### config.mk
export PLATFORM = sky130hd
export DESIGN_NAME = atm_session_ctrl_flat
export DESIGN_NICKNAME = d
export VERILOG_FILES = /design/src/rtl/atm_session_if.sv /design/src/rtl/atm_session_ctrl.sv /design/src/flat_wrapper.sv
export SDC_FILE = /design/constraint.sdc
export NUM_CORES = 1
export LEC_CHECK = 0
export CAP_MARGIN = 20
export CORE_MARGIN = 4
export CORE_UTILIZATION = 50
export CTS_CLUSTER_DIAMETER = 50
export DETAILED_ROUTE_END_ITERATION = 8
export GPL_TIMING_DRIVEN = 0
export PLACE_DENSITY_LB_ADDON = 0.12
export SLEW_MARGIN = 40
export SYNTH_ARGS = -nofsm -noshare
export SYNTH_HDL_FRONTEND = slang
export SYNTH_SLANG_ARGS = --single-unit
### constraint.sdc
create_clock -name clk -period 6.4 [get_ports clk]
set_input_delay 1.28 -clock clk [delete_from_list [all_inputs] [get_ports clk]]
set_output_delay 1.28 -clock clk [all_outputs]
set_load 0.005 [all_outputs]
### src/rtl/atm_session_if.sv
// Terminal-side bus for the ATM session controller: card/PIN entry,
// transaction requests and the controller's responses and status.
interface atm_session_if #(
   parameter int unsigned ID_W  = 4,
   parameter int unsigned PIN_W = 4,
   parameter int unsigned BAL_W = 18,
   parameter int unsigned AMT_W = 12
);
   logic             card_inserted;
   logic [ID_W-1:0]  card_id;
   logic             pin_valid;
   logic [PIN_W-1:0] pin;
   logic             req_valid;
   logic [1:0]       request;
   logic [AMT_W-1:0] amount;
   logic             ready;
   logic             resp_valid;
   logic             resp_ok;
   logic [BAL_W-1:0] balance_out;
   logic             card_eject;
   logic             locked_out;
   logic [2:0]       state_out;

   modport master (
      output card_inserted, card_id, pin_valid, pin, req_valid, request, amount,
      input  ready, resp_valid, resp_ok, balance_out, card_eject, locked_out, state_out
   );

   modport slave (
      input  card_inserted, card_id, pin_valid, pin, req_valid, request, amount,
      output ready, resp_valid, resp_ok, balance_out, card_eject, locked_out, state_out
   );
endinterface

### src/rtl/atm_session_ctrl.sv
// ATM session controller: card/PIN authentication, balance/deposit/withdraw
// against an internal account table. Define ATM_LOCKOUT_EN for PIN lockout.
module atm_session_ctrl #(
   parameter int unsigned NUM_ACCTS   = 8,
   parameter int unsigned ID_W        = 4,
   parameter int unsigned PIN_W       = 4,
   parameter int unsigned BAL_W       = 18,
   parameter int unsigned AMT_W       = 12,
   parameter int unsigned INIT_BAL    = 125000,
   parameter int unsigned DEP_LIMIT   = 2000,
   parameter int unsigned TIMEOUT_CYC = 1000,
   parameter int unsigned MAX_TRIES   = 3
) (
   input  logic          clk,
   input  logic          rst,
   atm_session_if.slave  bus
);
   localparam int unsigned IDX_W = (NUM_ACCTS > 1) ? $clog2(NUM_ACCTS) : 1;
   localparam int unsigned TMO_W = $clog2(TIMEOUT_CYC + 1);
   localparam int unsigned SUM_W = BAL_W + 1;

   typedef enum logic [2:0] {
      IDLE     = 3'd0,
      AUTH     = 3'd1,
      MENU     = 3'd2,
      BALANCE  = 3'd3,
      DEPOSIT  = 3'd4,
      WITHDRAW = 3'd5,
      EJECT    = 3'd6,
      LOCKED   = 3'd7
   } state_t;

   state_t           state, state_nxt;
   logic             card_prev;
   logic [TMO_W-1:0] idle_cnt;
   logic             timeout;
   logic [IDX_W-1:0] acct_idx, match_idx;
   logic             pin_match;
   logic [AMT_W-1:0] amt_q;
   logic [BAL_W-1:0] bal [NUM_ACCTS];
   logic [BAL_W-1:0] cur_bal, new_bal;
   logic [SUM_W-1:0] dep_sum;
   logic             op_state, op_ok;
   logic             resp_valid_q, resp_ok_q, eject_q;
   logic [BAL_W-1:0] bal_out_q;
   logic [NUM_ACCTS-1:0] lock_flag;

`ifdef ATM_LOCKOUT_EN
   localparam int unsigned TRY_W = $clog2(MAX_TRIES + 1);
   logic [TRY_W-1:0] fail_cnt;
   logic             last_try, auth_fail, id_hit;
   logic [IDX_W-1:0] id_idx;

   assign last_try  = (fail_cnt == TRY_W'(MAX_TRIES - 1));
   assign auth_fail = (state == AUTH) && bus.card_inserted && bus.pin_valid && !pin_match;

   // The lock lands on whichever account owns the presented ID, regardless of PIN.
   always_comb begin
      id_hit = 1'b0;
      id_idx = '0;
      for (int i = 0; i < NUM_ACCTS; i++) begin
         if (bus.card_id == ID_W'(i + 1)) begin
            id_hit = 1'b1;
            id_idx = IDX_W'(i);
         end
      end
   end

   always_ff @(posedge clk or negedge rst) begin
      if (!rst) begin
         fail_cnt  <= '0;
         lock_flag <= '0;
      end else begin
         if (state == IDLE)
            fail_cnt <= '0;
         else if (auth_fail)
            fail_cnt <= fail_cnt + 1'b1;
         if (state_nxt == LOCKED && id_hit)
            lock_flag[id_idx] <= 1'b1;
      end
   end
`else
   assign lock_flag = '0;
`endif

   always_comb begin
      pin_match = 1'b0;
      match_idx = '0;
      for (int i = 0; i < NUM_ACCTS; i++) begin
         if (bus.card_id == ID_W'(i + 1) && bus.pin == PIN_W'(i + 1) && !lock_flag[i]) begin
            pin_match = 1'b1;
            match_idx = IDX_W'(i);
         end
      end
   end

   assign timeout  = (idle_cnt == TMO_W'(TIMEOUT_CYC - 1));
   assign op_state = (state == BALANCE) || (state == DEPOSIT) || (state == WITHDRAW);

   // Deposit headroom is checked one bit wider so an overflowing sum is refused.
   always_comb begin
      cur_bal = bal[acct_idx];
      dep_sum = {1'b0, cur_bal} + SUM_W'(amt_q);
      new_bal = cur_bal;
      op_ok   = 1'b1;
      case (state)
         DEPOSIT: begin
            if (32'(amt_q) <= DEP_LIMIT && !dep_sum[BAL_W])
               new_bal = dep_sum[BAL_W-1:0];
            else
               op_ok = 1'b0;
         end
         WITHDRAW: begin
            if (BAL_W'(amt_q) <= cur_bal)
               new_bal = cur_bal - BAL_W'(amt_q);
            else
               op_ok = 1'b0;
         end
         default: ;
      endcase
   end

   always_comb begin
      state_nxt = state;
      case (state)
         IDLE: if (bus.card_inserted && !card_prev) state_nxt = AUTH;
         AUTH: begin
            if (!bus.card_inserted)
               state_nxt = IDLE;
            else if (bus.pin_valid) begin
               if (pin_match)
                  state_nxt = MENU;
`ifdef ATM_LOCKOUT_EN
               else if (last_try)
                  state_nxt = LOCKED;
`endif
            end else if (timeout)
               state_nxt = EJECT;
         end
         MENU: begin
            if (!bus.card_inserted)
               state_nxt = IDLE;
            else if (bus.req_valid) begin
               case (bus.request)
                  2'b00:   state_nxt = BALANCE;
                  2'b01:   state_nxt = DEPOSIT;
                  2'b10:   state_nxt = WITHDRAW;
                  default: state_nxt = EJECT;
               endcase
            end else if (timeout)
               state_nxt = EJECT;
         end
         BALANCE, DEPOSIT, WITHDRAW: state_nxt = MENU;
         EJECT:   if (!bus.card_inserted) state_nxt = IDLE;
         LOCKED:  state_nxt = EJECT;
         default: state_nxt = IDLE;
      endcase
   end

   // Inactivity only accumulates while parked in AUTH/MENU; any transition or PIN entry clears it.
   always_ff @(posedge clk or negedge rst) begin
      if (!rst) begin
         state        <= IDLE;
         card_prev    <= 1'b0;
         idle_cnt     <= '0;
         acct_idx     <= '0;
         amt_q        <= '0;
         resp_valid_q <= 1'b0;
         resp_ok_q    <= 1'b0;
         bal_out_q    <= '0;
         eject_q      <= 1'b0;
         for (int i = 0; i < NUM_ACCTS; i++)
            bal[i] <= BAL_W'(INIT_BAL);
      end else begin
         state     <= state_nxt;
         card_prev <= bus.card_inserted;
         if ((state == AUTH || state == MENU) && state_nxt == state &&
             !(state == AUTH && bus.pin_valid))
            idle_cnt <= idle_cnt + 1'b1;
         else
            idle_cnt <= '0;
         if (state == AUTH && state_nxt == MENU)
            acct_idx <= match_idx;
         if (state == MENU && bus.req_valid)
            amt_q <= bus.amount;
         resp_valid_q <= op_state;
         resp_ok_q    <= op_state && op_ok;
         if (op_state) begin
            bal[acct_idx] <= new_bal;
            bal_out_q     <= new_bal;
         end
         eject_q <= (state_nxt == EJECT) && (state != EJECT);
      end
   end

   assign bus.ready       = (state == MENU);
   assign bus.resp_valid  = resp_valid_q;
   assign bus.resp_ok     = resp_ok_q;
   assign bus.balance_out = bal_out_q;
   assign bus.card_eject  = eject_q;
   assign bus.state_out   = state;
`ifdef ATM_LOCKOUT_EN
   assign bus.locked_out  = (state == LOCKED);
`else
   assign bus.locked_out  = 1'b0;
`endif
endmodule

### src/flat_wrapper.sv
// flat-port wrapper written by rule: the top's interface ports become plain ports
module atm_session_ctrl_flat 
#(
   parameter int unsigned NUM_ACCTS   = 8,
   parameter int unsigned ID_W        = 4,
   parameter int unsigned PIN_W       = 4,
   parameter int unsigned BAL_W       = 18,
   parameter int unsigned AMT_W       = 12,
   parameter int unsigned INIT_BAL    = 125000,
   parameter int unsigned DEP_LIMIT   = 2000,
   parameter int unsigned TIMEOUT_CYC = 1000,
   parameter int unsigned MAX_TRIES   = 3
)
  (clk, rst, bus_card_inserted, bus_card_id, bus_pin_valid, bus_pin, bus_req_valid, bus_request, bus_amount, bus_ready, bus_resp_valid, bus_resp_ok, bus_balance_out, bus_card_eject, bus_locked_out, bus_state_out);
  atm_session_if #(.ID_W(ID_W), .PIN_W(PIN_W), .BAL_W(BAL_W), .AMT_W(AMT_W)) bus_i ();
  input  logic clk;
  input  logic rst;
  input wire logic [$bits(bus_i.card_inserted)-1:0] bus_card_inserted;
  input wire logic [$bits(bus_i.card_id)-1:0] bus_card_id;
  input wire logic [$bits(bus_i.pin_valid)-1:0] bus_pin_valid;
  input wire logic [$bits(bus_i.pin)-1:0] bus_pin;
  input wire logic [$bits(bus_i.req_valid)-1:0] bus_req_valid;
  input wire logic [$bits(bus_i.request)-1:0] bus_request;
  input wire logic [$bits(bus_i.amount)-1:0] bus_amount;
  output wire logic [$bits(bus_i.ready)-1:0] bus_ready;
  output wire logic [$bits(bus_i.resp_valid)-1:0] bus_resp_valid;
  output wire logic [$bits(bus_i.resp_ok)-1:0] bus_resp_ok;
  output wire logic [$bits(bus_i.balance_out)-1:0] bus_balance_out;
  output wire logic [$bits(bus_i.card_eject)-1:0] bus_card_eject;
  output wire logic [$bits(bus_i.locked_out)-1:0] bus_locked_out;
  output wire logic [$bits(bus_i.state_out)-1:0] bus_state_out;
  assign bus_i.card_inserted = bus_card_inserted;
  assign bus_i.card_id = bus_card_id;
  assign bus_i.pin_valid = bus_pin_valid;
  assign bus_i.pin = bus_pin;
  assign bus_i.req_valid = bus_req_valid;
  assign bus_i.request = bus_request;
  assign bus_i.amount = bus_amount;
  assign bus_ready = bus_i.ready;
  assign bus_resp_valid = bus_i.resp_valid;
  assign bus_resp_ok = bus_i.resp_ok;
  assign bus_balance_out = bus_i.balance_out;
  assign bus_card_eject = bus_i.card_eject;
  assign bus_locked_out = bus_i.locked_out;
  assign bus_state_out = bus_i.state_out;
  atm_session_ctrl #(.NUM_ACCTS(NUM_ACCTS), .ID_W(ID_W), .PIN_W(PIN_W), .BAL_W(BAL_W), .AMT_W(AMT_W), .INIT_BAL(INIT_BAL), .DEP_LIMIT(DEP_LIMIT), .TIMEOUT_CYC(TIMEOUT_CYC), .MAX_TRIES(MAX_TRIES)) u_core (.clk(clk), .rst(rst), .bus(bus_i));
endmodule
==> parameters.txt, run 1 <==
Parameter                              Value

Run status
  Status ... finished, final reports clean

Global routing
  Number of global-route vias before repair ... 8601
  Total global routing overflow ... 0
  Antenna violations before repair ... 0
  Global Route Usage Sum ... 26.7%
  Global-route wire length before repair ... 49300 um
  Pin count of the biggest net entering global routing ... 77

Synth
  Synthesized cell area ... 10400 sq um
  Proportion of synthesized flip-flops having asynchronous set or reset ... 100%
  Post-synth EDFFs ... 0
  Synth Register Bits ... 194
  Instance count of the mapped netlist ... 1116
  Post-synth cell types ... 74
  Most instantiated flip-flop cell in the synthesis netlist ... dfrtp_1
  Part of the Yosys area used for sequential elements ... 47.4%
  Syn avg cell area ... 9.31 sq um
  Number of synthesis warnings ... 0
  Synth Net Count ... 1171

Timing
  Worst setup skew after layout ... 0.0163 ns
  Final period demand of the worst path ... 6.13 ns
  Slew of the pin with the lowest slew margin ... 0.872 ns
  Max Clock Freq ... 0.163 GHz
  Relative slew margins ... 41.4%
  Finish-stage setup viols ... 0
  Pins Over Slew Limit ... 0
  Final count of hold timing violations ... 0
  Unrepaired setup endpoints after global routing ... no
  Post-route clock period utilization ... 95.8%

Worst setup path
  Crit path arrival time ... 6.41 ns
  Critical Path Source Type ... flip-flop
  Crit-path max cell delay ... 0.66 ns
  Critical path's top delay family ... compound AO/OA/AOI/OAI gates
  Critical Path End Type ... flip-flop
  Required time of the worst setup path ... 6.67 ns
  Crit path cell chain ... buf_2 > buf_2 > buf_2 > mux2_2 > a221oi_1 > a21oi_1 > a21oi_1 > ha_1 > inv_1 > fa_1 > a211oi_1 > o311ai_0 > a21oi_1 > o21ai_2 > o21ai_2 > buf_4 > nor2_1 > a211oi_2 > o21ai_0
  Max stage delay cell, worst path ... a211oi_2
  Critical path type ... reg -> reg
  Number of buffers and inverters on the critical path ... 5
  Crit Path Max Fanout ... 10

Cells and area
  Ant diodes ... 0
  Final cell count without fillers ... 1472
  Layout cells sized above 1 ... 14.3%
  Cell area after layout ... 12100 sq um
  Area occupied by multi-input gates ... 5120 sq um
  Number of fillers in the final layout ... 1779
  Number of nets in the layout ... 1244
  Area added between synthesis and finish ... 16.4%
  Sequential cell area ... 4920 sq um

Routing
  Top layer in use ... met4
  Length of routed met2 wiring ... 14000 um
  Average detailed-routed wire length per instance ... 21.0 um
  Vias per Instance ... 6.04
  Number of iterations in the first detailed-routing pass ... 5
  Detailed-route DRC error count ... 0
  Antenna Nets Post-Route ... 0
  Met3 Wirelength ... 2450 um
  Wire length on met1 ... 13600 um
  Detailed-route via count ... 8888
  Detailed Route Iter0 Violations ... 847
  Routed wire length ... 30900 um

Power
  Share of power burned in the clock network ... 21.3%
  Net switching power of the design ... 0.00245 W
  Cell internal power dissipation ... 0.00298 W
  Power density over the cells ... 449 nW/um^2
  Proportion of power drawn by flip-flops and latches ... 29.8%
  Maximum ir drop on the vdd rail ... 0.000216 V
  Comb power frac ... 48.9%
  Pleak ... 4.90 nW
  Switching share of total power ... 45.2%

Clock network
  Largest buffer count on any clock path ... 2
  Inserted Clock Buffers ... 17
  Number of sinks on the clock net ... 194
  Clock root buffer master ... clkbuf_16
  CTS tree ... yes
  # hold bufs at CTS ... 0
  Maximum level of the CTS H-tree ... 4
  Worst skew pair latency ... 0.44 ns
  Clock-pin transition on the worst setup and hold timing paths ... 0.08 ns

Die
  Effective utilization at floorplan ... 51.0%
  Row count ... 52
  Core area ... 20400 sq um
  Overall die height ... 152 um
  Width of the chip ... 152 um
  Number of placed I/O pins ... 53
  Area of the die ... 23100 sq um

Placement
  Detailed Place HPWL ... 22000 um
  Instance count after placement with tap cells included ... 1440
  I/O Buffers ... 51
  Global placer's final weighted congestion ... 0.934
  Placed Area ... 11300 sq um

Min path
  Type of the tightest min-delay check ... reg -> reg

Flow run
  Count of maximum capacitance violations ... 0
==> worst register-to-register path: cells and delay by family (launching register included) <==
kind | cells | cell delay, ns
and+or+nand+nor | 1 | 0.08
muxes | 1 | 0.40
DFF | 1 | 0.37
buffers and inverters | 5 | 1.48
adders and majority gates | 2 | 0.66
AOI/OAI and AO/OA | 10 | 3.01
==> cells in the mapped netlist (5+ instances only) <==
cell type | instances | area [sq um]
a211oi_2 | 6 | 75.1
a21oi_1 | 46 | 230
a221oi_1 | 13 | 114
a22oi_1 | 5 | 37.5
a31oi_1 | 28 | 175
and2_1 | 5 | 31.3
and3_1 | 18 | 113
buf_1 | 7 | 26.3
buf_2 | 7 | 35.0
buf_4 | 5 | 37.5
clkbuf_1 | 55 | 206
dfrtp_1 | 138 | 3450
dfstp_2 | 56 | 1470
ha_1 | 26 | 325
inv_1 | 38 | 143
mux2_2 | 16 | 180
mux2i_1 | 22 | 220
mux4_2 | 15 | 338
nand2_1 | 187 | 702
nand2b_1 | 10 | 62.6
nand3_1 | 29 | 145
nand4_1 | 5 | 31.3
nor2_1 | 92 | 345
nor2b_1 | 7 | 43.8
nor3_1 | 16 | 80.1
o21ai_0 | 124 | 621
o21ai_1 | 10 | 50.1
o22ai_1 | 12 | 75.1
o31ai_1 | 21 | 158
or2_2 | 6 | 37.5
xnor2_1 | 6 | 52.6
xor2_1 | 6 | 52.6
==> per-layer routing <==
metal / up-vias / GRT usage [%]
li1: 4129 / -
met3: 57 / 4.94
met2: 396 / 41.1
met4: 0 / 8.48
met1: 4306 / 38.7
met5: - / 0
==> area by class of cell <==
type                            instances  share of cell area [%]
Buffer                                 73                    2.54
Clock buffer                           17                    3.52
Clock inverter                         15                    1.90
Inverter                               39                    1.21
Multi-Input combinational cell        809                    42.4
Sequential cell                       194                    40.7
Tap cell                              270                    2.79
Timing Repair Buffer                   55                    4.93
==> what timing repair did <==
item | in CTS | in global routing
endpoints found under the setup margin | 154 | 142
setup buffers | 1 | 0
pin swaps | 1 | 0
resized for setup | 5 | 7
==> logic make-up (layout without fill, tap and decap cells) <==
kind of cell / after synthesis / after routing / synth area share (%)
flip-flops: 194 / 194 / 47.4
XOR/XNOR: 12 / 12 / 1.01
AO/OA/AOI/OAI: 318 / 318 / 19.6
other: 1 / 1 / 0.0361
buffers and inverters: 113 / 199 / 4.35
adder cells (fa/ha/maj): 28 / 28 / 3.52
multiplexers: 53 / 53 / 7.11
AND/OR/NAND/NOR: 397 / 397 / 17.0
==> registers in the layout, summed over array words and instances, names as in the netlist <==
signal,count
u_core.card_prev,1
u_core.bal,144
u_core.bus.card_eject,1
u_core.amt_q,12
u_core.bus.balance_out,18
u_core.acct_idx,3
u_core.idle_cnt,10
u_core.bus.resp_ok,1
u_core.bus.resp_valid,1
u_core.bus.state_out,3
==> power groups by stage <==
stage          Sequential (W)  Combinational (W)  Clock (W)
2_1_floorplan         0.00160            0.00165          0
5_1_grt               0.00165            0.00290    0.00122
6_report              0.00162            0.00266    0.00116
3_5_place_dp          0.00163            0.00253          0
4_1_cts               0.00162            0.00258    0.00117
3_3_place_gp          0.00163            0.00246          0
==> path summary, 6_finish.rpt <==
path	slack, ns	to	cells after the start	from
setup / recovery	0.27	u_core.bal[138]	19	u_core.acct_idx[2]
hold / removal	0.46	u_core.bus.state_out[0]	1	u_core.card_prev
setup reg to reg	0.27	u_core.bal[138]	19	u_core.acct_idx[2]
hold reg to reg	0.46	u_core.bus.state_out[0]	1	u_core.card_prev
max in group asynchronous	4.56	u_core.bal[14]	3	rst
min in group asynchronous	0.72	u_core.amt_q[5]	1	rst
==> through the flow <==
stage                     setup WS (ns)  TNS [ns]  util (%)  hold slack [ns]  total power (W)
final                             0.268         0      59.4            0.463          0.00543
after CTS                         0.138         0      59.2            0.471          0.00536
after global placement            -4.14   -691.17      55.2            0.439          0.00409
after detailed placement         -0.521    -30.42      55.7            0.446          0.00417
after floorplan                    1.57         0         -            0.419          0.00325
after global routing             0.0291         0      59.4            0.486          0.00577
==> cell usage in the layout (no fill, tap or decap), types with 6 or more instances in the layout <==
master / n
nand2_1: 187
dfrtp_1: 138
o21ai_0: 123
nor2_1: 92
dfstp_2: 56
clkbuf_1: 54
clkdlybuf4s50_1: 50
a21oi_1: 44
inv_1: 38
nand3_1: 29
a31oi_1: 27
ha_1: 26
mux2i_1: 22
o31ai_1: 21
and3_1: 18
clkbuf_16: 17
mux2_2: 16
nor3_1: 16
mux4_2: 15
a221oi_1: 13
o22ai_1: 12
buf_2: 10
o21ai_1: 10
nand2b_1: 10
clkinv_8: 8
nor2b_1: 7
a211oi_4: 7
or2_2: 6
xor2_1: 6
(Power assumes the default switching activity.)
==> run 2: changes to the inputs <==
CTS_CLUSTER_DIAMETER = not set   (was 50)
HOLD_SLACK_MARGIN = 0.02   (was not set)
==> results of run 2 <==
Final layout, timing and power as in run 1 (identical DEF).
